[src/rtl/spi_arb_pkg.sv]
// spi_arb_pkg
//   Shared types and helpers for spi_tx_arbiter and its round-robin picker.
//   state_t    : arbiter FSM states
//   cnt_width(): width of the shared gap/start-timeout counter
package spi_arb_pkg;

  typedef enum logic [2:0] {
    IDLE       = 3'd0,
    LAUNCH     = 3'd1,
    WAIT_START = 3'd2,
    WAIT_DONE  = 3'd3,
    GAP        = 3'd4
  } state_t;

  // One counter serves both the start timeout (counts up to START_TIMEOUT)
  // and the inter-frame gap (counts up to GAP_CYCLES-1), so size it for the
  // larger of the two terminal values.
  function automatic int cnt_width(input int timeout_cycles, input int gap_cycles);
    int max_v;
    max_v = (timeout_cycles > gap_cycles) ? timeout_cycles : gap_cycles;
    return (max_v < 1) ? 1 : $clog2(max_v + 1);
  endfunction

endpackage

[src/rtl/rr_picker.sv]
// rr_picker
//   Combinational round-robin search: returns the first asserted request
//   found when scanning i_ptr, i_ptr+1, ... (mod NUM_REQ).
//   i_req   [NUM_REQ]  request vector
//   i_ptr   [PTR_W]    index with highest priority this cycle
//   o_idx   [PTR_W]    selected index (valid when o_found)
//   o_found [1]        at least one request asserted
module rr_picker #(
  parameter int NUM_REQ = 4,
  parameter int PTR_W   = $clog2(NUM_REQ)
) (
  input  logic [NUM_REQ-1:0] i_req,
  input  logic [PTR_W-1:0]   i_ptr,
  output logic [PTR_W-1:0]   o_idx,
  output logic               o_found
);

  localparam logic [PTR_W:0] NUM_REQ_W = (PTR_W + 1)'(NUM_REQ);

  logic [2*NUM_REQ-1:0] w_req_dbl;
  logic [NUM_REQ-1:0]   w_req_rot;
  logic [PTR_W-1:0]     w_off;
  logic [PTR_W:0]       w_sum;

  // Rotating the doubled vector puts i_ptr at bit 0, so a plain
  // lowest-set-bit search yields the offset from the pointer.
  assign w_req_dbl = {i_req, i_req};
  assign w_req_rot = NUM_REQ'(w_req_dbl >> i_ptr);

  always_comb begin
    o_found = 1'b0;
    w_off   = '0;
    for (int k = NUM_REQ - 1; k >= 0; k--) begin
      if (w_req_rot[k]) begin
        o_found = 1'b1;
        w_off   = PTR_W'(k);
      end
    end
  end

  assign w_sum = {1'b0, i_ptr} + {1'b0, w_off};
  assign o_idx = (w_sum >= NUM_REQ_W) ? PTR_W'(w_sum - NUM_REQ_W) : w_sum[PTR_W-1:0];

endmodule

[src/rtl/spi_tx_arbiter.sv]
// spi_tx_arbiter
//   Shares one spi_gen transmitter between NUM_REQ requesters with a
//   round-robin grant, launches spi_gen with a one-cycle trigger, follows
//   the frame through spi_gen's sel_out and enforces an inter-frame gap.
//   clk_in          system clock
//   rst_in          synchronous active-low reset
//   req_valid_in    per-requester message valid
//   req_data_in     requester i message at [i*MESSAGE_WIDTH +: MESSAGE_WIDTH]
//   req_ready_out   one-hot, one-cycle accept pulse
//   spi_msg_out     message to spi_gen, held until the next accept
//   spi_trigger_out one-cycle launch pulse to spi_gen
//   spi_sel_in      spi_gen sel_out, low while a frame is on the wire
//   grant_id_out    requester of the current/last frame
//   busy_out        high whenever the FSM is not IDLE
//   done_out        one-cycle pulse when sel returns high
//   err_out         one-cycle pulse when sel never went low after a trigger
module spi_tx_arbiter
  import spi_arb_pkg::*;
#(
  parameter int NUM_REQ       = 4,
  parameter int MESSAGE_WIDTH = 16,
  parameter int GAP_CYCLES    = 2,
  parameter int START_TIMEOUT = 8
) (
  input  logic                               clk_in,
  input  logic                               rst_in,
  input  logic [NUM_REQ-1:0]                 req_valid_in,
  input  logic [NUM_REQ*MESSAGE_WIDTH-1:0]   req_data_in,
  output logic [NUM_REQ-1:0]                 req_ready_out,
  output logic [MESSAGE_WIDTH-1:0]           spi_msg_out,
  output logic                               spi_trigger_out,
  input  logic                               spi_sel_in,
  output logic [$clog2(NUM_REQ)-1:0]         grant_id_out,
  output logic                               busy_out,
  output logic                               done_out,
  output logic                               err_out
);

  localparam int ID_W  = $clog2(NUM_REQ);
  localparam int CNT_W = cnt_width(START_TIMEOUT, GAP_CYCLES);

  localparam logic [CNT_W-1:0] TIMEOUT_LAST = CNT_W'(START_TIMEOUT);
  localparam logic [CNT_W-1:0] GAP_LAST     = CNT_W'(GAP_CYCLES - 1);
  localparam logic [ID_W-1:0]  ID_LAST      = ID_W'(NUM_REQ - 1);

  state_t                   r_state, w_state_next;
  logic [CNT_W-1:0]         r_cnt, w_cnt_next;
  logic [ID_W-1:0]          r_ptr, w_ptr_next;
  logic [ID_W-1:0]          r_grant_id, w_grant_id_next;
  logic [MESSAGE_WIDTH-1:0] r_msg, w_msg_next;
  logic [ID_W-1:0]          w_pick_idx;
  logic                     w_pick_found;
  logic                     w_accept;
  logic [MESSAGE_WIDTH-1:0] w_req_data [NUM_REQ];

  genvar gi;
  generate
    for (gi = 0; gi < NUM_REQ; gi++) begin : g_req
      assign w_req_data[gi]    = req_data_in[gi*MESSAGE_WIDTH +: MESSAGE_WIDTH];
      assign req_ready_out[gi] = w_accept && (w_pick_idx == ID_W'(gi));
    end
  endgenerate

  rr_picker #(
    .NUM_REQ (NUM_REQ),
    .PTR_W   (ID_W)
  ) u_picker (
    .i_req   (req_valid_in),
    .i_ptr   (r_ptr),
    .o_idx   (w_pick_idx),
    .o_found (w_pick_found)
  );

  always_ff @(posedge clk_in) begin
    if (!rst_in) begin
      r_state    <= IDLE;
      r_cnt      <= '0;
      r_ptr      <= '0;
      r_grant_id <= '0;
      r_msg      <= '0;
    end else begin
      r_state    <= w_state_next;
      r_cnt      <= w_cnt_next;
      r_ptr      <= w_ptr_next;
      r_grant_id <= w_grant_id_next;
      r_msg      <= w_msg_next;
    end
  end

  always_comb begin
    w_state_next    = r_state;
    w_cnt_next      = r_cnt;
    w_ptr_next      = r_ptr;
    w_grant_id_next = r_grant_id;
    w_msg_next      = r_msg;
    w_accept        = 1'b0;
    spi_trigger_out = 1'b0;
    done_out        = 1'b0;
    err_out         = 1'b0;
    case (r_state)
      IDLE: begin
        // Ready is suppressed while reset is held so no requester sees a
        // handshake that the reset is about to discard.
        if (w_pick_found && rst_in) begin
          w_accept        = 1'b1;
          w_msg_next      = w_req_data[w_pick_idx];
          w_grant_id_next = w_pick_idx;
          w_ptr_next      = (w_pick_idx == ID_LAST) ? '0 : w_pick_idx + 1'b1;
          w_state_next    = LAUNCH;
        end
      end
      LAUNCH: begin
        spi_trigger_out = 1'b1;
        w_cnt_next      = '0;
        w_state_next    = WAIT_START;
      end
      WAIT_START: begin
        // sel low wins over the timeout on the terminal cycle.
        if (!spi_sel_in) begin
          w_state_next = WAIT_DONE;
        end else if (r_cnt == TIMEOUT_LAST) begin
          err_out      = 1'b1;
          w_cnt_next   = '0;
          w_state_next = GAP;
        end else begin
          w_cnt_next = r_cnt + 1'b1;
        end
      end
      WAIT_DONE: begin
        if (spi_sel_in) begin
          done_out     = 1'b1;
          w_cnt_next   = '0;
          w_state_next = GAP;
        end
      end
      GAP: begin
        if (r_cnt == GAP_LAST) begin
          w_state_next = IDLE;
        end else begin
          w_cnt_next = r_cnt + 1'b1;
        end
      end
      default: begin
        w_state_next = IDLE;
      end
    endcase
  end

  assign spi_msg_out  = r_msg;
  assign grant_id_out = r_grant_id;
  assign busy_out     = (r_state != IDLE);

endmodule
[config.mk]
export PLATFORM = sky130hd
export DESIGN_NAME = spi_tx_arbiter
export DESIGN_NICKNAME = d
export VERILOG_FILES = /design/src/rtl/spi_arb_pkg.sv /design/src/rtl/rr_picker.sv /design/src/rtl/spi_tx_arbiter.sv
export SDC_FILE = /design/constraint.sdc
export NUM_CORES = 1
export LEC_CHECK = 0
export ABC_AREA = 1
export BUFFER_PORTS_ARGS = -buffer_cell sky130_fd_sc_hd__buf_4
export CORE_MARGIN = 5
export CORE_UTILIZATION = 48
export CTS_CLUSTER_SIZE = 40
export DETAILED_ROUTE_END_ITERATION = 16
export PLACE_DENSITY = 0.81
export SLEW_MARGIN = 10
export SYNTH_ARGS = -nofsm -noshare
export SYNTH_HDL_FRONTEND = slang
export SYNTH_SLANG_ARGS = --single-unit
[constraint.sdc]
create_clock -name clk_in -period 3.3 [get_ports clk_in]
set_input_delay 0.66 -clock clk_in [delete_from_list [all_inputs] [get_ports clk_in]]
set_output_delay 0.66 -clock clk_in [all_outputs]
set_load 0.05 [all_outputs]
**Word level (Yosys, flattened, before mapping)**

Index checks and enable logic that the tools add are counted.

- Bits of input ports: 71
- Output and inout bits: 26
- Register bits after elaboration: 27
- Logic and storage cells: 72

- Mux-type cells: 32
- Magnitude comparators: 2
- Reductions and logical operators: 12
- Add/sub/neg operators: 4
- Shift-type cells: 1
- Equal/unequal tests: 15
- Bitwise operators: 1

Operators with widths:

| cell | count |
|---|---|
| $bmux W16 S2 | 1 |
| $mux W16 | 2 |
| $mux W4 | 4 |
| $pmux W4 S4 | 1 |
| $mux W3 | 5 |
| $pmux W3 S5 | 1 |
| $mux W1 | 12 |
| $mux W2 | 6 |
| $ne A2 B2 Y1 const B | 5 |
| $reduce_and A4 Y1 | 2 |
| $shr A8 B2 Y4 | 1 |
| $eq A3 B2 Y1 const B | 2 |
| $ge A3 B3 Y1 const B | 2 |
| $logic_and A1 B1 Y1 | 5 |
| $add A4 B1 Y4 const B | 1 |
| $eq A2 B2 Y1 const B | 2 |
| $eq A4 B1 Y1 const B | 1 |
| $eq A4 B4 Y1 const B | 1 |
| $reduce_bool A4 Y1 | 1 |
| $add A2 B2 Y3 | 1 |
| $eq A3 B1 Y1 const B | 1 |
| $eq A3 B3 Y1 const B | 1 |
| $logic_not A3 Y1 | 1 |
| $ne A3 B3 Y1 const B | 1 |
| other kinds (7) | 7 |

**Longest topological paths before layout**

- Depth after elaboration: 12
- Depth in mapped cells: 16
- Mapped depth without buffers: 15

**Hierarchy**

Synthesis repeated with hierarchy kept, for this count alone.

- Cells, all modules: 320
- Area total of the unflattened synthesis: 1,954.4 um^2

Modules (own cells, without submodules):

| module | seq. area each (um^2) | area an instance (um^2) | cells an instance | times used |
|---|---|---|---|---|
| spi_tx_arbiter | 540.5 | 1,789.2 | 285 | 1 |
| rr_picker | 0.0 | 165.2 | 35 | 1 |

**Worst setup path after synthesis**

No wires, ideal clock.

- Path type: input-to-output
- Start: in req_valid_in[1]
- End: out req_ready_out[0]
- Buffers on the path: 1
- Slack: -171 ps
- Arrival: 2,811 ps
- Required time: 2,640 ps
- Stages on the path: 14
- Path through: nand2_1 -> nand3_1 -> nand2_2 -> nand3_1 -> a21boi_0 -> ha_1 -> xor2_1 -> inv_2 -> nand3_4 -> nand2_8 -> buf_12 -> inv_2 -> nand2_1 -> nor2_1

- Word-level cells in the longest chain between the ends: 10
- Elaborated cells between the ends (all ways): 18
- Classes of those cells: 2 x add/sub; 1 x order compare; 1 x shift; 11 x mux; 3 x reduce/logical

RTL lines:

| element | RTL line | text |
|---|---|---|
| from (decl) | spi_tx_arbiter.sv:27 | `input logic [NUM_REQ-1:0] req_valid_in,` |
| $shr A8 B2 Y4 * | rr_picker.sv:28 | `assign w_req_rot = NUM_REQ'(w_req_dbl >> i_ptr);` |
| $mux W2 (4 in a row) | rr_picker.sv:34 | `if (w_req_rot[k]) begin` |
| $add A2 B2 Y3 | rr_picker.sv:41 | `assign w_sum = {1'b0, i_ptr} + {1'b0, w_off};` |
| $ge A3 B3 Y1 / $sub A2 B1 Y2 (equally long branches) | rr_picker.sv:42 | `assign o_idx = (w_sum >= NUM_REQ_W) ? PTR_W'(w_sum - NUM_REQ_W) : w_sum[PTR_W-1:0];` |
| $mux W2 | rr_picker.sv:42 |  |
| $logic_not A2 Y1 | spi_tx_arbiter.sv:60 | `assign req_ready_out[gi] = w_accept && (w_pick_idx == ID_W'(gi));` |
| $logic_and A1 B1 Y1 * | spi_tx_arbiter.sv:60 |  |
| to (decl) | spi_tx_arbiter.sv:29 | `output logic [NUM_REQ-1:0] req_ready_out,` |

Mark *: on every way between the ends. The rest lies on a longest branch, timed or not.

**Worst setup path in the final report**

- Start: in req_valid_in[3]
- End: out req_ready_out[3]

- Word-level cells in the longest chain between the ends: 10
- Elaborated cells between the ends (all ways): 18
- Classes of those cells: 2 x add/sub; 1 x order compare; 1 x eq/ne; 1 x shift; 11 x mux; 2 x reduce/logical

RTL lines:

| element | RTL line |
|---|---|
| $shr A8 B2 Y4 * | rr_picker.sv:28 |
| $mux W2 (4 in a row) | rr_picker.sv:34 |
| $add A2 B2 Y3 | rr_picker.sv:41 |
| $ge A3 B3 Y1 / $sub A2 B1 Y2 (equally long branches) | rr_picker.sv:42 |
| $mux W2 | rr_picker.sv:42 |
| $eq A2 B2 Y1 | spi_tx_arbiter.sv:60 |
| $logic_and A1 B1 Y1 * | spi_tx_arbiter.sv:60 |

Marked as above.

==> out/metrics.yaml <==
placement:
  placedCellCount: 493
  dpl.hpwl_mm: 4.96
  gp_congestion: 0.880
  io_buffers: 96
  placed_area_um2: 2900
  place_ws_ns: 0.114
timing:
  finalSetupViolCount: 0
  final.period_utilization_pct: 93.5
  fin_ws_ns: 0.213
  drv_slew: 0
  timing_hold_violations_final: 0
  worst_pin_slew_ns: 0.831
  period_needed_ns: 3.09
  maxSlewHeadroom_pct: 44.5
  rsz0062_at_grt: "false"
  fin_hold_ws_ns: 0.470
  clock-skew-final_ns: 0.00770
  max_freq_ghz: 0.324
drt:
  via_per_inst: 4.95
  routed_wirelength_mm: 6.12
  vias: 2460
  drt_iter0_markers: 78
  dr.pass1.iters: 4
  drc_errors: 0
  wl_per_cell_um: 12.3
  ant_nets: 0
synthesis:
  synth_edf_count: 0
  yosys_warnings: 0
  syn-num-nets: 428
  synthDistinctLibCells: 34
  synthFlopType: "dfxtp_1"
  syn-instance-count: 353
  synth_area_leader_cell: "nand2_1"
  yosys.area.top_type_share_pct: 29.9
  netlist_area_um2: 2170
  syn-mean-instance-area_um2: 6.14
  yosys-top-cells-area: "nand2_1 30%, dfxtp_1 25%, nand3_1 6.0%, nand2_2 4.9%, a21oi_2 4.0%"
  ys_seq_elements: 27
  post-synth-top-count-cell: "nand2_1"
  seq_area_frac_synth_pct: 24.9
  synth_common_cells: "173 x nand2_1, 27 x dfxtp_1, 26 x nand3_1, 17 x nand2_2, 15 x inv_1"
  async_flop_share_pct: 0
layout:
  area_growth_pct: 36.6
  nets: 521
  n_fill_cell: 391
  finalInstanceArea_um2: 2960
  final_cells: 497
  antennaDiodeCount: 0
  drive_above_1_share_pct: 36.4
cts:
  root_buffer: "clkbuf_8"
  cts-buffers-inserted: 3
  cts_tree: "done"
  cts.clk_slew.worst_paths_ns: 0.10
  cts_sinks: 27
  htree_levels: 1
  clock_latency_ns: 0.28
  cts_max_path_buffers: 2
  hold_buffers: 0
min_path:
  hp-class: "reg2reg"
  hold_path.startpoint: "spi_msg_out[9]"
  hold_depth: 2
job:
  max_cap_violations: 0
pwr:
  powerDensity_nw_per_um2: 1330
  peakVddDrop_uv: 669
  p_leak_nw: 1.55
floorplan:
  die_w_um: 77.2
  die_h_um: 77.2
  start_util_pct: 49.8
  core-area_um2: 4350
  num_rows: 24
  dieArea_um2: 5960
  ios: 97
setup_path:
  cp_max_fo: 7
  crit-reg2reg-launch: "r_ptr[1]"
  r2r_cells: 14
  critPathKind: "in2out"
  startpoint: "req_valid_in[3]"
  startpoint_type: "primary input"
  worstPathArrival_ns: 2.43
  endpoint_kind: "primary output"
  worstPathRequired_ns: 2.64
global_routing:
  overflow: 0
  grt_pass1_vias: 2348
  grt_max_degree: 27
  antenna_found_initial: 0
  track_usage_pct: 20.3
  grt_first_pass_wirelength_mm: 10.3
status:
  outcome: "completed"
==> cells in the final DEF, fill, tap and decap left out, drive strengths merged, types with 3 or more instances in the layout <==
| cell type | n |
|---|---|
| a21oi | 24 |
| buf | 105 |
| clkbuf | 3 |
| clkinv | 3 |
| dfxtp | 27 |
| ha | 4 |
| inv | 20 |
| nand2 | 195 |
| nand3 | 32 |
| nor2 | 12 |
| nor3 | 7 |
| o21ai | 5 |
==> stage by stage <==
stage | setup TNS, ns | utilization, % | power, mW
6_report | 0 | 68.0 | 3.93
2_1_floorplan | -0.0136 | - | 3.07
3_5_place_dp | 0 | 66.6 | 3.71
3_3_place_gp | 0 | 66.6 | 3.67
5_1_grt | 0 | 68.0 | 4.31
4_1_cts | 0 | 67.8 | 3.93
==> cells by family after synthesis <==
| kind of cell | count (synthesis) | synth area share [%] |
|---|---|---|
| and+or+nand+nor | 248 | 51.9 |
| buffers and inverters | 39 | 10.2 |
| AOI/OAI and AO/OA | 34 | 10.3 |
| DFF | 27 | 24.9 |
| adders and majority gates | 4 | 2.31 |
| xor gates and xnor gates | 1 | 0.404 |
==> layout make-up <==
class	instances	area, µm²	share of cell area, %
clock buffer	3	41.3	1.39
clock inverter	1	8.76	0.296
inverter	22	88.8	3.00
multi-input combinational	287	1430	48.2
sequential	27	543	18.3
tap	52	65.1	2.20
timing repair buffer	105	788	26.6
==> sequential cells by signal (all words and copies together) (netlist names) <==
register,count
spi_msg_out,16
r_ptr,2
r_cnt,4
r_state,3
grant_id_out,2
==> critical path, cell delays in order <==
cell	delay, ns
buf_4	0.11
nand2_1	0.11
nand3_1	0.11
nand2_2	0.10
nand3_1	0.07
a21boi_1	0.16
ha_2	0.22
xor2_2	0.17
buf_4	0.14
nand2_4	0.09
nand2_8	0.07
inv_2	0.05
nor3_4	0.14
buf_4	0.22
==> routing by layer <==
layer	GRT usage, %	routed length [µm]	vias to the layer above
met3	6.09	500	10
met2	37.4	3210	90
met4	7.22	116	0
met5	0	0	-
met1	21.6	2300	1072
li1	-	-	1288
==> timing repair <==
item	CTS	global route
endpoints found under the hold margin	0	0
buffers inserted	0	0
setup endpoints to repair	0	4
gates resized for setup	0	5
==> worst paths after layout <==
check             slack (ns)                to
hold reg to reg         0.47    spi_msg_out[9]
hold / removal          0.47    spi_msg_out[9]
setup reg to reg        0.92    spi_msg_out[5]
setup / recovery        0.21  req_ready_out[3]
==> where the power goes <==
part / switching [mW] / internal [mW]
clock network: 0.116 / 0.0890
registers: 0.105 / 0.465
logic: 2.11 / 1.04
total: 2.34 / 1.59
(Power assumes the default switching activity.)
